$ cat src/rtl/serial_adder_ctrl.sv
// Bit-serial adder controller: feeds one operand bit pair plus carry per cycle to an
// external full adder, LSB first, and collects the returned sum/carry into a result.
module serial_adder_ctrl #(
    parameter int WIDTH = 8
) (
    input  logic             clk,
    input  logic             reset,
    input  logic             start,
    input  logic [WIDTH-1:0] a_in,
    input  logic [WIDTH-1:0] b_in,
    input  logic             carry_in,
    output logic             fa_a,
    output logic             fa_b,
    output logic             fa_cin,
    input  logic             fa_sum,
    input  logic             fa_carry,
    output logic             busy,
    output logic             done,
    output logic [WIDTH-1:0] sum_out,
    output logic             carry_out
);

    localparam int CNT_W = (WIDTH > 2) ? $clog2(WIDTH) : 1;
    localparam logic [CNT_W-1:0] LAST_CNT = CNT_W'(WIDTH - 1);

    typedef enum logic [1:0] {
        ST_IDLE = 2'd0,
        ST_RUN  = 2'd1,
        ST_DONE = 2'd2
    } state_t;

    state_t           r_state;
    logic [WIDTH-1:0] r_a_sh;
    logic [WIDTH-1:0] r_b_sh;
    logic [WIDTH-1:0] r_sum_sh;
    logic [WIDTH-1:0] r_sum_out;
    logic [CNT_W-1:0] r_cnt;
    logic             r_c;
    logic             r_carry_out;
    logic             r_busy;
    logic             r_done;

    logic             w_run;
    logic [WIDTH-1:0] w_sum_next;

    assign w_run      = (r_state == ST_RUN);
    // The returned sum bit enters at the MSB so that after WIDTH shifts the LSB lands at bit 0.
    assign w_sum_next = {fa_sum, r_sum_sh[WIDTH-1:1]};

    always_ff @(posedge clk) begin
        if (reset) begin
            r_state     <= ST_IDLE;
            r_a_sh      <= '0;
            r_b_sh      <= '0;
            r_sum_sh    <= '0;
            r_c         <= 1'b0;
            r_cnt       <= '0;
            r_sum_out   <= '0;
            r_carry_out <= 1'b0;
            r_busy      <= 1'b0;
            r_done      <= 1'b0;
        end else begin
            case (r_state)
                ST_IDLE: begin
                    if (start) begin
                        r_state  <= ST_RUN;
                        r_a_sh   <= a_in;
                        r_b_sh   <= b_in;
                        r_c      <= carry_in;
                        r_cnt    <= '0;
                        r_sum_sh <= '0;
                        r_busy   <= 1'b1;
                    end
                end
                ST_RUN: begin
                    r_sum_sh <= w_sum_next;
                    r_a_sh   <= r_a_sh >> 1;
                    r_b_sh   <= r_b_sh >> 1;
                    r_c      <= fa_carry;
                    r_cnt    <= r_cnt + 1'b1;
                    if (r_cnt == LAST_CNT) begin
                        r_state     <= ST_DONE;
                        r_sum_out   <= w_sum_next;
                        r_carry_out <= fa_carry;
                        r_busy      <= 1'b0;
                        r_done      <= 1'b1;
                    end
                end
                ST_DONE: begin
                    r_state <= ST_IDLE;
                    r_done  <= 1'b0;
                end
                default: begin
                    r_state <= ST_IDLE;
                    r_busy  <= 1'b0;
                    r_done  <= 1'b0;
                end
            endcase
        end
    end

    // Outside RUN the full adder sees all zeros.
    assign fa_a      = w_run & r_a_sh[0];
    assign fa_b      = w_run & r_b_sh[0];
    assign fa_cin    = w_run & r_c;

    assign busy      = r_busy;
    assign done      = r_done;
    assign sum_out   = r_sum_out;
    assign carry_out = r_carry_out;

endmodule
$ cat config.mk
export PLATFORM = sky130hd
export DESIGN_NAME = serial_adder_ctrl
export DESIGN_NICKNAME = d
export VERILOG_FILES = /design/src/rtl/serial_adder_ctrl.sv
export SDC_FILE = /design/constraint.sdc
export NUM_CORES = 1
export LEC_CHECK = 0
export BUFFER_PORTS_ARGS = -buffer_cell sky130_fd_sc_hd__buf_4
export CORE_MARGIN = 10
export CORE_UTILIZATION = 50
export CTS_BUF_LIST = sky130_fd_sc_hd__clkbuf_8
export DETAILED_ROUTE_END_ITERATION = 10
export GPL_TIMING_DRIVEN = 1
export HOLD_SLACK_MARGIN = 0.06
export PLACE_DENSITY = 0.82
export SLEW_MARGIN = 20
export SYNTH_ARGS = -nofsm -noshare
export SYNTH_HDL_FRONTEND = slang
export SYNTH_SLANG_ARGS = --single-unit
$ cat constraint.sdc
create_clock -name clk -period 1.6 [get_ports clk]
set_clock_uncertainty 0.1 [all_clocks]
set_input_delay 0.08 -clock clk [delete_from_list [all_inputs] [get_ports clk]]
set_output_delay 0.08 -clock clk [all_outputs]
set_load 0.1 [all_outputs]
Yosys cells after proc, flatten, opt, wreduce, memory -nomap -nowiden
Cells that the tools add are included.
{"block": "classes", "add_sub_neg": 1, "n_bitwise": 5, "n_eq_ne": 5, "muxes": 18, "reduce_logical": 7}
{"cell": "$pmux 8 s2", "n": 3}
{"cell": "$mux 8", "n": 3}
{"cell": "$reduce_and 2->1", "n": 4}
{"cell": "$pmux 3 s2", "n": 1}
{"cell": "$mux 1", "n": 4}
{"cell": "$mux 2", "n": 2}
{"cell": "$pmux 1 s2", "n": 2}
{"cell": "$pmux 2 s2", "n": 1}
{"cell": "$add 3x1->3 const B", "n": 1}
{"cell": "$and 1x1->1", "n": 3}
{"cell": "$eq 3x3->1 const B", "n": 1}
{"cell": "$mux 3", "n": 1}
{"cell": "$pmux 1 s3", "n": 1}
{"cell": "$reduce_and 3->1", "n": 1}
{"cell": "$eq 2x1->1 const B", "n": 1}
{"cell": "$eq 2x2->1 const B", "n": 1}
{"cell": "$logic_not 2->1", "n": 1}
{"cell": "$ne 2x1->1 const B", "n": 1}
{"cell": "$ne 2x2->1 const B", "n": 1}
{"cell": "$not 1->1", "n": 2}
{"cell": "$reduce_bool 2->1", "n": 1}
{"block": "word_totals", "reg_bits": 41, "output_inout_bits": 14}

Logic depth before layout (Yosys ltp)
Gate-level depths: netlist of run 1.
{"block": "logic_depth", "ltp_word": 3, "ltp_mapped": 6, "ltp_nobuf": 5}

Worst setup path before layout of run 1
OpenSTA, ideal clock, no wires.
{"block": "synth_path", "kind": "reg-to-output", "startpoint": "register r_state[0]", "endpoint": "output port fa_a", "stages_incl_launch_ff": 5, "setup_slack_ns": -0.139, "path_buffers": 2, "t_arrival_ns": 1.559, "path_cell_list": "dfxtp_1 buf_6 and2b_1 buf_2 and2_1"}
{"block": "synth_via", "elab_chain_len": 2}
{"element": "start, declared", "line": "32", "rtl": "state_t r_state;"}
{"element": "start signal, assigned", "line": "52", "rtl": "r_state <= ST_IDLE;"}
{"element": "start signal, assigned", "line": "66", "rtl": "r_state <= ST_RUN;"}
{"element": "start signal, assigned", "line": "82", "rtl": "r_state <= ST_DONE;"}
{"element": "$eq 2x1->1", "line": "46", "rtl": "assign w_run = (r_state == ST_RUN);"}
{"element": "$and 1x1->1", "line": "103", "rtl": "assign fa_a = w_run & r_a_sh[0];"}
{"element": "end, declared", "line": "12", "rtl": "output logic fa_a,"}
No other way between the ends.

Worst setup path in the final report of run 1
{"block": "layout_path", "startpoint": "register r_state[1]", "endpoint": "output port fa_b"}
{"block": "layout_via", "elab_chain_len": 2}
{"element": "$eq 2x1->1", "line": "46"}
{"element": "$and 1x1->1", "line": "104", "rtl": "assign fa_b = w_run & r_b_sh[0];"}
{"element": "end, declared", "line": "13", "rtl": "output logic fa_b,"}
No other way between the ends.

==> flow_summary.ini, run 1 <==
[logic_synthesis]
yosysWarnings = 0
synth.distinct_cells = 29
ys_ff_latch = 40
synth_area_sq_um = 1709
syn_inst = 173
synth_top_area_share_pct = 46.85
synthArstFlopShare_pct = 0
syn_avg_cell_area_sq_um = 9.879
synthesis.nets = 197
synth.area.top_cells = dfxtp_1 47%, a211oi_2 10%, mux2i_1 7.6%
synth_top_area_cell = dfxtp_1
ys_seq_area_share_pct = 46.85
synth_edf_count = 0
synthFlopType = dfxtp_1

[setup_path]
crit_fanout = 9
start_kind = register
r2r_cells = 5
crit_path_end_kind = primary output
crit_arrival_ps = 1360
critPathKind = reg -> out
required_ps = 1420

[floorplan]
coreArea_sq_um = 3311
fp.dieArea_sq_um = 6157
die_y_microns = 78.47
io_pins = 36
start_util_pct = 51.63
row_count = 21
die_x_microns = 78.47

[detailed_routing]
drt_iter0_drc = 79
dr.pass1.iters = 4
drcViolationCount = 0
avgRoutedWirePerCell_microns = 13.92
viasPerCell = 5.133
wl_mm = 3.660
num_vias = 1350
ant_nets = 0

[placement]
dpl.hpwl_mm = 2.552
portBuffers = 35
dp_cells = 246
globalplace.congestion = 0.7375

[sta]
slew_violations = 0
finalCritPeriodShare_pct = 96.10
holdWs_ps = 62.59
finalCriticalPeriod_ps = 1538
tightest_slew_ps = 476.9
hold_violations = 0
clock.fmax_ghz = 0.6504
relSlewSlack_pct = 68.21
fin_setup_tns_ps = 0
setup_viol = 0

[cts]
h-tree-depth = 2
cts.sink_count = 40
cts_tree = yes
cts_made_buffers = 5
clock_latency_ps = 290
clockBufferDepth = 2
clkTransAtPathRegs_ps = 70
root_buffer = clkbuf_8

[worst_hold_path]
hold_depth = 3
hold_class = in -> reg

[power_and_ir_drop]
p_per_area_nw_per_um2 = 1000
p_leak_nw = 0.8920
vdd_drop_max_v = 0.0007918
power_mw = 2.218

[final_layout]
fin_nets = 240
syn2layout_area_growth_pct = 29.72
diodes = 0
num-fill-cells = 273
final_cell_count_no_fill = 263
final_core_util_pct = 66.97
drive_gt1_share_pct = 34.10

[grt]
grt_util_all_layers_pct = 11.98
grt_pass1_vias = 1303
overflow = 0
grt_max_degree = 42
grt_antenna_before_repair = 0
grt_pass1_wl_mm = 6.023

[status]
status = complete, no violations

[flow_run]
cap_violations = 0
-- critical path: stages, from the launching register on --
cell	delay, ps
dfxtp_2	360
and2b_4	320
and2_2	180
buf_8	200
-- cell usage in the layout, fill, tap and decap left out, drive strengths merged, types with 2 or more instances in the layout --
master	netlist	layout
dfxtp	40	40
a22oi	11	11
mux2i	13	13
inv	2	3
a211oi	14	14
nor3b	2	2
buf	13	44
nor2	27	27
a21oi	12	12
a2111oi	2	2
nor4b	2	2
nand2	18	18
ha	2	2
dlygate4sd3	0	7
clkbuf	2	5
and2	3	3
-- flip-flops by register name, indices dropped and copies added, names as in the netlist --
signal,count
sum_out,8
r_b_sh,8
r_state,2
r_sum_sh,7
r_c,1
done,1
r_a_sh,8
r_cnt,3
busy,1
carry_out,1
-- area by class of cell --
type	instances	area, sq um	share of cell area, %
Clock buffer	5	68.82	3.104
Timing Repair Buffer	51	440.4	19.86
Inverter	2	7.507	0.3386
Multi-Input combinational cell	116	799.5	36.06
Tap cell	46	57.56	2.596
Clock inverter	3	38.79	1.749
Sequential cell	40	804.5	36.29
-- synth_stat cells (2+ instances only) --
cell type and instances:
inv_1 2, nor4b_1 2, buf_2 5, and2_1 3, a21oi_1 12, a211oi_2 14
nand2_1 18, dfxtp_1 40, buf_6 5, buf_4 2, nor3b_1 2, mux2i_1 13
clkbuf_1 2, a22oi_1 11, nor2_1 27, ha_1 2
-- power by group --
group	total (mW)	switching (mW)	internal (mW)
clock	0.789	0.333	0.456
sequential	1.08	0.0297	1.05
combinational	0.353	0.193	0.160
total	2.22	0.556	1.66
-- what timing repair did --
action / CTS / global route
hold buffers: 7 / 0
endpoints found under the setup margin: 3 / 13
gates resized for setup: 6 / 5
setup buffers: 0 / 2
endpoints found under the hold margin: 8 / 0
-- per-layer routing --
layer	wire length [microns]	share of wire (%)	global-route usage [%]
met5	0	0	0
met4	55	1.5	4.839
met3	223	6.1	5.809
met2	1692	46	18.83
met1	1689	46	13.63
-- per-stage QoR --
| step | worst slack [ps] | instance area (sq um) |
|---|---|---|
| after floorplan | 147.2 | 1714 |
| after global placement | 131.0 | 1992 |
| after detailed placement | 83.61 | 1992 |
| after CTS | 0.3993 | 2182 |
| after global routing | -9.795 | 2217 |
| final | 62.44 | 2217 |
-- logic make-up (layout without fill, tap and decap cells) --
kind of cell	after synthesis	count (layout)	share of synthesized area, %
simple gates	59	59	15.81
compound gates	42	42	21.52
fa+ha+maj	2	2	1.464
flops	40	40	46.85
buf+inv	17	61	6.734
mux	13	13	7.613
-- final timing paths --
check                            from                      end  slack, ps
max           r_state[1]$_SDFFE_PP0P_                     fa_b         60
min                          carry_in         r_c$_SDFFE_PP0P_         60
max reg2reg     r_cnt[0]$_SDFFE_PP0P_  sum_out[4]$_SDFFE_PP0P_        140
min reg2reg  r_sum_sh[1]$_SDFFE_PP0P_  sum_out[0]$_SDFFE_PP0P_        350
No activity file was read; power rests on OpenSTA's default activity.
==> run 2: changes to the inputs <==
--- a/config.mk
+++ b/config.mk
@@ -5,14 +5,15 @@
 export SDC_FILE = /design/constraint.sdc
 export NUM_CORES = 1
 export LEC_CHECK = 0
+export ABC_AREA = 1
 export BUFFER_PORTS_ARGS = -buffer_cell sky130_fd_sc_hd__buf_4
 export CORE_MARGIN = 10
 export CORE_UTILIZATION = 50
-export CTS_BUF_LIST = sky130_fd_sc_hd__clkbuf_8
+export CTS_BUF_LIST = sky130_fd_sc_hd__clkbuf_4 sky130_fd_sc_hd__clkbuf_8 sky130_fd_sc_hd__clkbuf_16
 export DETAILED_ROUTE_END_ITERATION = 10
 export GPL_TIMING_DRIVEN = 1
 export HOLD_SLACK_MARGIN = 0.06
-export PLACE_DENSITY = 0.82
+export PLACE_DENSITY = 0.81
 export SLEW_MARGIN = 20
 export SYNTH_ARGS = -nofsm -noshare
 export SYNTH_HDL_FRONTEND = slang
==> flow_summary.ini, run 2 <==
[floorplan]
row_count = 22
die_y_microns = 81.86
start_util_pct = 51.87
die_x_microns = 81.86
fp.dieArea_sq_um = 6700
io_pins = 36
coreArea_sq_um = 3689

[detailed_routing]
wl_mm = 4.630
dr.pass1.iters = 4
num_vias = 1777
viasPerCell = 5.048
ant_nets = 0
avgRoutedWirePerCell_microns = 13.15
drcViolationCount = 0
drt_iter0_drc = 135

[logic_synthesis]
synth_top_area_cell = dfxtp_1
synthesis.nets = 271
synthArstFlopShare_pct = 0
ys_seq_area_share_pct = 41.86
syn_inst = 247
synth_area_sq_um = 1913
ys_ff_latch = 40
yosys-top-cells-count = 56 x nand3_1, 43 x nand2_1, 40 x dfxtp_1
synth_top_area_share_pct = 41.86
synth.most_common_cell = nand3_1
syn_avg_cell_area_sq_um = 7.745
synthFlopType = dfxtp_1
synth_edf_count = 0
yosysWarnings = 0
synth.distinct_cells = 24
synth.area.top_cells = dfxtp_1 42%, nand3_1 15%, nand2_1 8.4%

[status]
status = complete, no violations

[final_layout]
diodes = 0
fin_nets = 327
final_cell_count_no_fill = 352
final_cell_mix = 56 x nand3_1, 43 x nand2_1, 40 x buf_4
final_area_sq_um = 2525
final_common_cell = nand3_1
drive_gt1_share_pct = 27.63
num-fill-cells = 298
syn2layout_area_growth_pct = 31.98

[power_and_ir_drop]
p_leak_nw = 1.154
p_per_area_nw_per_um2 = 899.5
vdd_drop_max_v = 0.0005372

[setup_path]
critPathKind = reg -> out
crit_path_end_kind = primary output
start_kind = register
r2r_cells = 5
crit_fanout = 19
crit_arrival_ps = 1300
required_ps = 1420

[sta]
relSlewSlack_pct = 77.10
clock.fmax_ghz = 0.6742
hold_violations = 0
finalCritPeriodShare_pct = 92.70
slew_violations = 0
tightest_slew_ps = 343.4
setup_viol = 0
finalCriticalPeriod_ps = 1483
rsz0062_at_grt = no

[grt]
grt_pass1_wl_mm = 7.631
grt_util_all_layers_pct = 14.30
overflow = 0
grt_antenna_before_repair = 0
grt_pass1_vias = 1615
grt_max_degree = 27

[cts]
clockBufferDepth = 2
cts_tree = yes
cts_made_buffers = 5
clock_latency_ps = 300
root_buffer = clkbuf_8
cts.sink_count = 40
clkTransAtPathRegs_ps = 80
h-tree-depth = 2

[placement]
globalplace.congestion = 0.7653
portBuffers = 35
dpl.hpwl_mm = 2.794
dp_cells = 320
dpl_cell_area_sq_um = 2157

[worst_hold_path]
hold_class = in -> reg
hold_depth = 5

[flow_run]
cap_violations = 0
==> run 2: cell count changes after synthesis, sizes merged, moves of 13 or more <==
cell,before,now
nand3,0,65
a211oi,14,0
nand2,18,47
mux2i,13,0
a21oi,12,26
nor2,27,9
inv,2,37
==> run 2: final cells by class <==
type                    count  area (sq um)  area share [%]
repair buffers             63         538.0           21.31
inverters                  37         143.9           5.699
well taps                  48         60.06           2.379
clock inverters             3         46.29           1.833
clock buffers               5         68.82           2.725
flip-flops and latches     40         802.0           31.76
multi-input cells         156         865.8           34.29
==> run 2: metrics by stage <==
step	util [%]	worst slack [ps]	total power, mW	setup TNS (ps)	hold slack (ps)
2_1_floorplan	-	-76.57	1.333	-229.7	83.13
3_3_place_gp	58.48	168.5	1.393	0	184.3
3_5_place_dp	58.48	150.1	1.399	0	185.8
4_1_cts	67.81	16.44	2.268	0	60.98
5_1_grt	68.45	57.42	2.366	0	88.58
6_report	68.45	116.8	2.271	0	56.28
==> run 2: cells by family after synthesis <==
| family | count (synthesis) | synth area share, % |
|---|---|---|
| DFF | 40 | 41.86 |
| buffers and inverters | 52 | 13.87 |
| AOI/OAI and AO/OA | 30 | 9.941 |
| adders and majority gates | 2 | 1.308 |
| and+or+nand+nor | 123 | 33.03 |
==> run 2: metal layers <==
metal  global-route usage (%)  vias to the layer above  share of wire [%]
li1                         -                      911                  -
met2                    22.81                       43                 49
met5                        0                        -                  0
met3                    3.930                        6                5.7
met1                    17.88                      817                 44
met4                    5.612                        0                1.5
==> run 2: critical path, stage by stage, from the launching register on <==
cell      delay [ps]
dfxtp_1          440
clkinv_4         130
nand2_8          180
nor2_2            60
buf_6            180
==> run 2: timing repair <==
action | CTS | global route
hold buffers | 20 | 0
gates cloned | 1 | 0
endpoints found under the setup margin | 3 | 4
pin swaps | 1 | 0
gates resized for setup | 5 | 2
buffers inserted | 0 | 3
hold endpoints to repair | 21 | 0
==> run 2: final timing paths <==
| path | start | end | slack, ps |
|---|---|---|---|
| worst min register to register | r_sum_sh[5]$_SDFFE_PP0P_ | sum_out[4]$_SDFFE_PP0P_ | 370 |
| worst max-delay path | r_state[1]$_SDFFE_PP0P_ | fa_b | 120 |
| worst max register to register | r_state[1]$_SDFFE_PP0P_ | r_sum_sh[5]$_SDFFE_PP0P_ | 170 |
| worst min-delay path | a_in[5] | r_a_sh[5]$_SDFFE_PP0P_ | 60 |
==> run 2: report_power, final <==
group          total [mW]  leakage (nW)  internal, mW  switching, mW
Clock               0.843        0.0548         0.470          0.374
Sequential           1.06         0.327          1.04         0.0266
Combinational       0.365         0.773         0.155          0.210
==> run 3: changes to the inputs <==
==> constraint.sdc (replaced) <==
create_clock -name clk -period 1.6 [get_ports clk]
set_clock_uncertainty 0.1 [all_clocks]
set_input_delay 0 -clock clk [delete_from_list [all_inputs] [get_ports clk]]
set_output_delay 0 -clock clk [all_outputs]
set_load 0.1 [all_outputs]
==> flow_summary.ini, run 3 (same netlist as run 2, synthesis figures left out) <==
[setup_path]
worstPathCellList = inv_6 > nand2_8 > nor2_1 > buf_6
crit_path_end_kind = primary output
crit_arrival_ps = 1390
crit_fanout = 19
critPathKind = reg -> out
critPathMaxStageDelay_ps = 370
start_kind = register
cp_slowest_cell = dfxtp_1
required_ps = 1500
r2r_cells = 8

[floorplan]
fp.dieArea_sq_um = 6700
row_count = 22
die_y_microns = 81.86
io_pins = 36
die_x_microns = 81.86
start_util_pct = 51.87
coreArea_sq_um = 3689

[sta]
slew_violations = 0
hold_violations = 0
finalCritPeriodShare_pct = 93.32
clock.fmax_ghz = 0.6698
setup_viol = 0
relSlewSlack_pct = 77.19
rsz0062_at_grt = no
tightest_slew_ps = 342.1
finalCriticalPeriod_ps = 1493

[status]
status = complete, no violations

[placement]
dpl_cell_area_sq_um = 2150
dpl.hpwl_mm = 2.793
portBuffers = 35
globalplace.congestion = 0.7223

[final_layout]
final_common_cell = nand3_1
syn2layout_area_growth_pct = 30.61
fin_nets = 325
num-fill-cells = 320
final_cell_mix = 56 x nand3_1, 43 x nand2_1, 40 x dfxtp_1
diodes = 0
final_area_sq_um = 2499
drive_gt1_share_pct = 25.83

[cts]
root_buffer = clkbuf_8
h-tree-depth = 2
cts_tree = yes
cts_made_buffers = 5
clkTransAtPathRegs_ps = 70
cts.sink_count = 40
post_cts_buffers = 0
clock_latency_ps = 300
clockBufferDepth = 2

[power_and_ir_drop]
vdd_drop_max_v = 0.0006458
p_sw_mw = 0.5958
combPwrFrac_pct = 16.1
clkPwrFrac_pct = 36.7
power_mw = 2.248
p_leak_nw = 1.145
p_sw_share_pct = 26.50
power_frac_seq_pct = 47.2
p_per_area_nw_per_um2 = 899.8
internal_power_mw = 1.653

[grt]
grt_pass1_vias = 1680
grt_antenna_before_repair = 0
grt_max_degree = 38
grt_util_all_layers_pct = 13.71
grt_pass1_wl_mm = 7.314
overflow = 0

[detailed_routing]
viasPerCell = 4.960
ant_nets = 0
wl_mm = 4.627
avgRoutedWirePerCell_microns = 13.22
num_vias = 1736
drt_iter0_drc = 143
drcViolationCount = 0
dr.pass1.iters = 4

[flow_run]
cap_violations = 0

[worst_hold_path]
hold_depth = 2
hold_class = reg -> reg
[run 3: final cells by class]
class	instances	area, sq um	area share (%)
Clock buffer	5	68.82	2.754
Inverter	37	143.9	5.759
Clock inverter	3	42.54	1.703
Tap cell	48	60.06	2.404
Timing Repair Buffer	61	521.8	20.88
Sequential cell	40	800.8	32.05
Multi-Input combinational cell	156	860.8	34.45
[run 3: power by group through the flow]
stage	registers, mW	logic [mW]	clock network (mW)
2_1_floorplan	1.09	0.240	0
3_3_place_gp	1.08	0.306	0
3_5_place_dp	1.08	0.311	0
4_1_cts	1.06	0.356	0.831
5_1_grt	1.07	0.396	0.866
6_report	1.06	0.362	0.825
[run 3: worst max-delay path, delay by kind of cell, from the launching register on]
family	cells	cell delay, ps
flip-flops	1	370
AND/OR/NAND/NOR	2	300
buffers and inverters	2	420
[run 3: through the flow]
stage	utilization [%]	setup TNS, ps	cells	hold slack (ps)	setup slack [ps]
floorplan	-	-1386	247	3.131	-461.9
global placement	58.28	0	320	101.8	232.6
detailed placement	58.28	0	320	112.7	180.8
CTS	67.30	0	349	339.7	10.35
global route	67.74	0	350	386.3	26.01
finish	67.74	0	350	364.7	106.9
[run 3: path summary, 6_finish.rpt]
| kind | slack, ps | start | endpoint |
|---|---|---|---|
| setup / recovery | 110 | r_state[1]$_SDFFE_PP0P_ | fa_a |
| hold / removal | 360 | r_sum_sh[3]$_SDFFE_PP0P_ | sum_out[2]$_SDFFE_PP0P_ |
| setup reg to reg | 190 | r_cnt[0]$_SDFFE_PP0P_ | sum_out[5]$_SDFFE_PP0P_ |
| hold reg to reg | 360 | r_sum_sh[3]$_SDFFE_PP0P_ | sum_out[2]$_SDFFE_PP0P_ |
[run 3: repair_timing]
item                                    CTS  global route
gates resized for setup                   3             2
endpoints found under the setup margin    3             3
pin swaps                                 0             1
endpoints found under the hold margin    24             0
gates cloned                              0             1
hold buffers                             21             0
[run 3: per-layer routing]
| layer | wire [microns] | global-route usage, % | vias up |
|---|---|---|---|
| met1 | 2094 | 16.05 | 786 |
| met3 | 247 | 4.585 | 6 |
| met4 | 56 | 5.612 | 0 |
| met5 | 0 | 0 | - |
| li1 | - | - | 901 |
| met2 | 2229 | 22.49 | 43 |
